<file path="src/rtl/rr_mux_arbiter.sv">
// Four-requester round-robin arbiter that owns a shared 1-bit data mux.
// An owner keeps the mux until it signals done, drops its request, or reaches MAX_HOLD cycles.
module rr_mux_arbiter #(
    parameter int MAX_HOLD = 8
) (
    input  logic       clk,
    input  logic       reset,
    input  logic [3:0] req,
    input  logic       done,
    input  logic [3:0] data,
    output logic [3:0] grant,
    output logic [1:0] sel,
    output logic       busy,
    output logic       out,
    output logic       expired
);

    localparam int HW = $clog2(MAX_HOLD);

    typedef enum logic {
        IDLE  = 1'b0,
        GRANT = 1'b1
    } state_t;

    state_t        state;
    logic [1:0]    ptr;
    logic [HW-1:0] hold;
    logic          pick_valid;
    logic [1:0]    pick_idx;
    logic          at_limit;

    // Walk the search order backwards so the requester closest to ptr wins.
    always_comb begin
        pick_valid = 1'b0;
        pick_idx   = ptr;
        for (int k = 3; k >= 0; k--) begin
            if (req[ptr + 2'(k)]) begin
                pick_valid = 1'b1;
                pick_idx   = ptr + 2'(k);
            end
        end
    end

    assign at_limit = (hold == HW'(MAX_HOLD - 1));

    always_ff @(posedge clk) begin
        if (reset) begin
            state   <= IDLE;
            grant   <= 4'b0000;
            sel     <= 2'b00;
            ptr     <= 2'b00;
            hold    <= '0;
            expired <= 1'b0;
        end else begin
            expired <= 1'b0;
            case (state)
                IDLE: begin
                    if (pick_valid) begin
                        state <= GRANT;
                        grant <= 4'(1) << pick_idx;
                        sel   <= pick_idx;
                        ptr   <= pick_idx + 2'd1;
                        hold  <= '0;
                    end
                end
                GRANT: begin
                    // Every release passes through IDLE, so other requesters get a fair look.
                    if (done || !req[sel] || at_limit) begin
                        state   <= IDLE;
                        grant   <= 4'b0000;
                        hold    <= '0;
                        expired <= at_limit && !done && req[sel];
                    end else begin
                        hold <= hold + HW'(1);
                    end
                end
                default: state <= IDLE;
            endcase
        end
    end

    assign busy = (state == GRANT);
    assign out  = busy & data[sel];

endmodule
</file>
<file path="config.mk">
export PLATFORM = sky130hd
export DESIGN_NAME = rr_mux_arbiter
export DESIGN_NICKNAME = d
export VERILOG_FILES = /design/src/rtl/rr_mux_arbiter.sv
export SDC_FILE = /design/constraint.sdc
export NUM_CORES = 1
export LEC_CHECK = 0
export ABC_AREA = 1
export BUFFER_PORTS_ARGS = -buffer_cell sky130_fd_sc_hd__buf_2
export CAP_MARGIN = 25
export CORE_UTILIZATION = 35
export DETAILED_ROUTE_END_ITERATION = 7
export PLACE_DENSITY = 0.63
export SETUP_SLACK_MARGIN = 0.3
export SLEW_MARGIN = 10
export SYNTH_ARGS = -nofsm -noshare
export SYNTH_HDL_FRONTEND = slang
export SYNTH_SLANG_ARGS = --single-unit
export TNS_END_PERCENT = 5
</file>
<file path="constraint.sdc">
create_clock -name clk -period 3.45 [get_ports clk]
set_clock_uncertainty 0.2 [all_clocks]
set_input_delay 0.345 -clock clk [delete_from_list [all_inputs] [get_ports clk]]
set_output_delay 0.345 -clock clk [all_outputs]
set_load 0.01 [all_outputs]
</file>
# ---- Word-level counts from Yosys, hierarchy flattened
# Index checks and enable logic that the tools add are counted.
dict set report totals {
  reg_bits 13
  inputBits 11
  output_inout_bits 9
  wordCells 61
}
dict set report classes {
  addsub 5
  n_lt_le_gt_ge 5
  n_eq_ne 3
  n_shift 1
  muxes 29
  n_bitwise 3
  n_reduce_logical 9
}
# op n
set op_table {}
lappend op_table {{less-than comparator 2 x 3 -> 1 bit, second input constant} 5}
lappend op_table {{binary-select mux 1 bit (select 2 bit)} 6}
lappend op_table {{2-to-1 mux 1 bit} 12}
lappend op_table {{2-to-1 mux 2 bit} 4}
lappend op_table {{2-to-1 mux 4 bit} 2}
lappend op_table {{one-hot mux 4 bit (2 select lines)} 1}
lappend op_table {{2-to-1 mux 3 bit} 2}
lappend op_table {{one-hot mux 3 bit (2 select lines)} 1}
lappend op_table {{adder 2 x 1 -> 2 bit, second input constant} 2}
lappend op_table {{adder 2 bit, second input constant} 2}
lappend op_table {{AND reduction 2 bit} 2}
lappend op_table {{left shift 1 x 2 -> 4 bit, first input constant} 1}
lappend op_table {{adder 3 x 1 -> 3 bit, second input constant} 1}
lappend op_table {{== test 3 bit, second input constant} 1}
lappend op_table {{OR reduction 3 bit} 1}
lappend op_table {{logical AND 1 bit} 2}
lappend op_table {{zero test 1 bit} 2}
lappend op_table {{logical OR 1 bit} 2}
lappend op_table {{!= test 2 x 1 -> 1 bit, second input constant} 1}
lappend op_table {{!= test 2 bit, second input constant} 1}
lappend op_table {{inverter 1 bit} 2}
lappend op_table {{one-hot mux 1 bit (2 select lines)} 1}
lappend op_table {{bitwise AND 1 bit} 1}

# ---- Logic depth before layout (Yosys ltp)
dict set report logic_depth {
  word_depth 10
  mapped_depth 13
  depth_no_buf 13
}

# ---- Least setup slack after synthesis
# OpenSTA, ideal clock, no wires.
dict set report synth_path {
  kind {register to register}
  startpoint {register ptr[0]}
  endpoint {register ptr[1]}
  setup_time_ns 0.128
  t_arrival_ns 1.267
  required_ns 3.122
  slack_ns 1.855
  stages_incl_launch_ff 12
  n_path_buf 1
  period_less_slack_ns 1.595
  cell_sequence {dfxtp_1 > buf_6 > o21ai_4 > nor2_2 > nor2_4 > nand2_1 > nand2_2 > nand2_1 > nand3_1 > nand2_1 > nor2_1 > nor2_1}
}
dict set report synth_via {
  elab_chain_len 8
  word_cells_on_any_way 21
  cone_classes {add/sub: 4; mux: 16; reduce/logical: 1}
}
# item line
set synth_rtl {}
lappend synth_rtl {{start, declared} 26} ;# logic [1:0] ptr;
lappend synth_rtl {{start signal, assigned} 62} ;# ptr <= pick_idx + 2'd1;
lappend synth_rtl {{adder 2 bit} {37, 39}}
lappend synth_rtl {{binary-select mux 1 bit (select 2 bit)} 37} ;# if (req[ptr + 2'(k)]) begin
lappend synth_rtl {{2-to-1 mux 1 bit (implied by the code)} 37}
lappend synth_rtl {{2-to-1 mux 2 bit or 2-to-1 mux 1 bit (tied branches) (4 in series)} 37}
lappend synth_rtl {{adder 2 x 1 -> 2 bit or AND reduction 2 bit (tied branches)} n/a}
# Several ways; a longest one is shown, not always the timed one. The select of a mux whose other input is x is not followed.
# A chain may end at the register's enable or synchronous reset.

# ---- Worst setup path in the final report
# Ends and elaborated chain as after synthesis.

==> impl_metrics.tcl <==
set metrics [dict create \
    status "completed" \
    start_util_pct 38.2 \
    finalSetupViolCount 0 \
    post_cts_buffers 0 \
    drv_cap 0 \
    drive_above_1_share_pct 30.3 \
    synth-seq-cells 13 \
    reg2reg_depth 11 \
    first_pass_iters 4 \
    crit_arrival_ps 2110 \
    antenna_cells 0 \
    area_growth_pct 16.4 \
    cts.sinks 13 \
    fp.coreArea_um2 2250 \
    regToRegStartpoint "ptr[0]" \
    fin_tns_setup_ps 0 \
    cts_resized 0 \
    io_pins 20 \
    drv_slew 0 \
    clockBufferDepth 2 \
    cp-startpoint "ptr[0]" \
    clk_pin_slew_ps 80 \
    postSynthAreaPerCell_um2 6.94 \
    p_leak_nw 0.499 \
    grt_setup_unrepaired "false" \
    drt.antenna.violating_nets 0 \
    synth_common_cells "nand2_1 (29), inv_1 (15), dfxtp_1 (13)" \
    slew_headroom_pct 64.3 \
    grt_usage_pct 14.7 \
    drcViolationCount 0 \
    met1_usage_pct 19.2 \
    synth.yosys.seq_area_share_pct 30.2 \
    io_buffers 19 \
    period_minus_slack_ps 2140 \
    min_to "expired" \
    dieWidth_um 51.6 \
    ys_warn_count 0 \
    max_freq_mhz 468 \
    syn_nets 137 \
    ys_types 21 \
    powerDensity_nw_per_um2 787 \
    row_count 17 \
    end_kind "flip-flop" \
    antenna_found_initial 0 \
    h-tree-depth 1 \
    grt_pass1_vias 751 \
    grt-busiest-layer "met2" \
    synth_top_cell_area_share_pct 30.2 \
    hold_viol_final 0 \
    cts_tree "yes" \
    startpoint_type "flip-flop" \
    r2r_setup_slack_ps 1310 \
    syn_inst 124 \
    ys_top_cells_by_area "dfxtp_1 (30%), nand2_1 (13%), a21oi_1 (7.0%)" \
    dpl_cell_area_um2 976 \
    cts_buffers 3 \
    tightest_slew_ps 535 \
    root_buffer "clkbuf_4" \
    finalCritPeriodShare_pct 61.9 \
    die_h_um 51.6 \
    avgRoutedWirePerCell_um 10.6 \
    yosysMostFrequentCell "nand2_1" \
    required_ps 3420 \
    dp_hpwl_um 1470 \
    fin_nets 159 \
    hold-path-cell-count 4 \
    num_vias 853 \
    r2r-end "ptr[1]" \
    yosys.area.top_type "dfxtp_1" \
    hold_start "done" \
    synth_ff_type "dfxtp_1" \
    power_mw 0.789 \
    met3_usage_pct 2.05 \
    grt_overflow 0 \
    ir_worst_vdd_mv 0.424 \
    dieArea_um2 2660 \
    gr-usage-met2_pct 25.5 \
    worstSetupPathType "reg2reg" \
    wirelength_um 1840 \
    drtIter0Drc 25 \
    via_per_inst 4.93 \
    hold_class "in2reg" \
    cp_max_fo 11 \
    netlist_area_um2 861 \
    grt_pass1_wl_um 3080 \
    grt_start_max_net_pins 12 \
    synth_edf_count 0 \
    fin_area_um2 1000 \
    place.gp.congestion 0.788 \
    cts_hold_buf 0 \
    clk_latency_ps 280 \
    synthArstFlopShare_pct 0 \
]
## per-layer routing
layer | vias to the layer above | part of all wire (%)
met2 | 14 | 47
met5 | - | 0
met1 | 389 | 49
met3 | 2 | 3.2
li1 | 448 | -
met4 | 0 | 0.76
## power breakdown
part,switching (mW),internal [mW],leakage (nW),total [mW]
Sequential,0.0596,0.191,0.106,0.250
Clock,0.0495,0.0449,0.0150,0.0944
Combinational,0.283,0.161,0.378,0.444
## placed cells by master, fill, tap and decap left out, drive strengths merged
cell and count:
inv 16, o211ai 1, nand2 38, clkbuf 4, nor2 12, ha 2, nand4 3, buf 19
nor3 1, clkinv 1, a21oi 12, dfxtp 13, nand3 13, o21ai 9, nor4 1
## worst max-delay path by stage
| stage | end | slack (ps) | cells after the start |
|---|---|---|---|
| floorplan | ptr[1] | 1850 | 11 |
| global placement | ptr[1] | 1400 | 13 |
| detailed placement | ptr[1] | 1320 | 11 |
| CTS | ptr[1] | 1290 | 11 |
| global route | ptr[1] | 1120 | 11 |
| finish | ptr[1] | 1310 | 11 |
## flip-flops by register name, indices dropped and copies added, names as in the netlist
register,count
busy,1
expired,1
grant,4
hold,3
ptr,2
sel,2
## layout make-up
class	count	area (µm²)
Inverter	17	63.8
Clock buffer	4	26.3
Timing Repair Buffer	19	95.1
Fill cell	243	1250
Sequential cell	13	260
Tap cell	28	35.0
Multi-Input combinational cell	92	522
## critical path, stage by stage (launching register included)
cell and delay (ps):
dfxtp_1 660, inv_1 230, nand2_1 150, nand2_1 70, nand3_2 80, nor3_4 60
nor2_4 180, clkinv_1 140, nand2_1 80, nand2_1 50, nor2_1 80, nor2_1 40
## logic make-up (layout without fill, tap and decap cells)
family | count (synthesis) | in the layout | synth area share (%)
buffers and inverters | 19 | 40 | 9.16
AOI/OAI and AO/OA | 22 | 22 | 15.7
adders and majority gates | 2 | 2 | 2.91
and+or+nand+nor | 68 | 68 | 42.0
DFF | 13 | 13 | 30.2
## metrics by stage
step | hold slack, ps | cells | setup WS [ps] | utilization (%)
after floorplan | 228 | 124 | 1850 | -
after global placement | 246 | 169 | 1400 | 43.3
after detailed placement | 248 | 169 | 1320 | 43.3
after CTS | 118 | 173 | 1290 | 44.5
after global routing | 137 | 173 | 1120 | 44.5
final | 117 | 173 | 1310 | 44.5
Note: power is estimated with default switching activity, not from simulation.
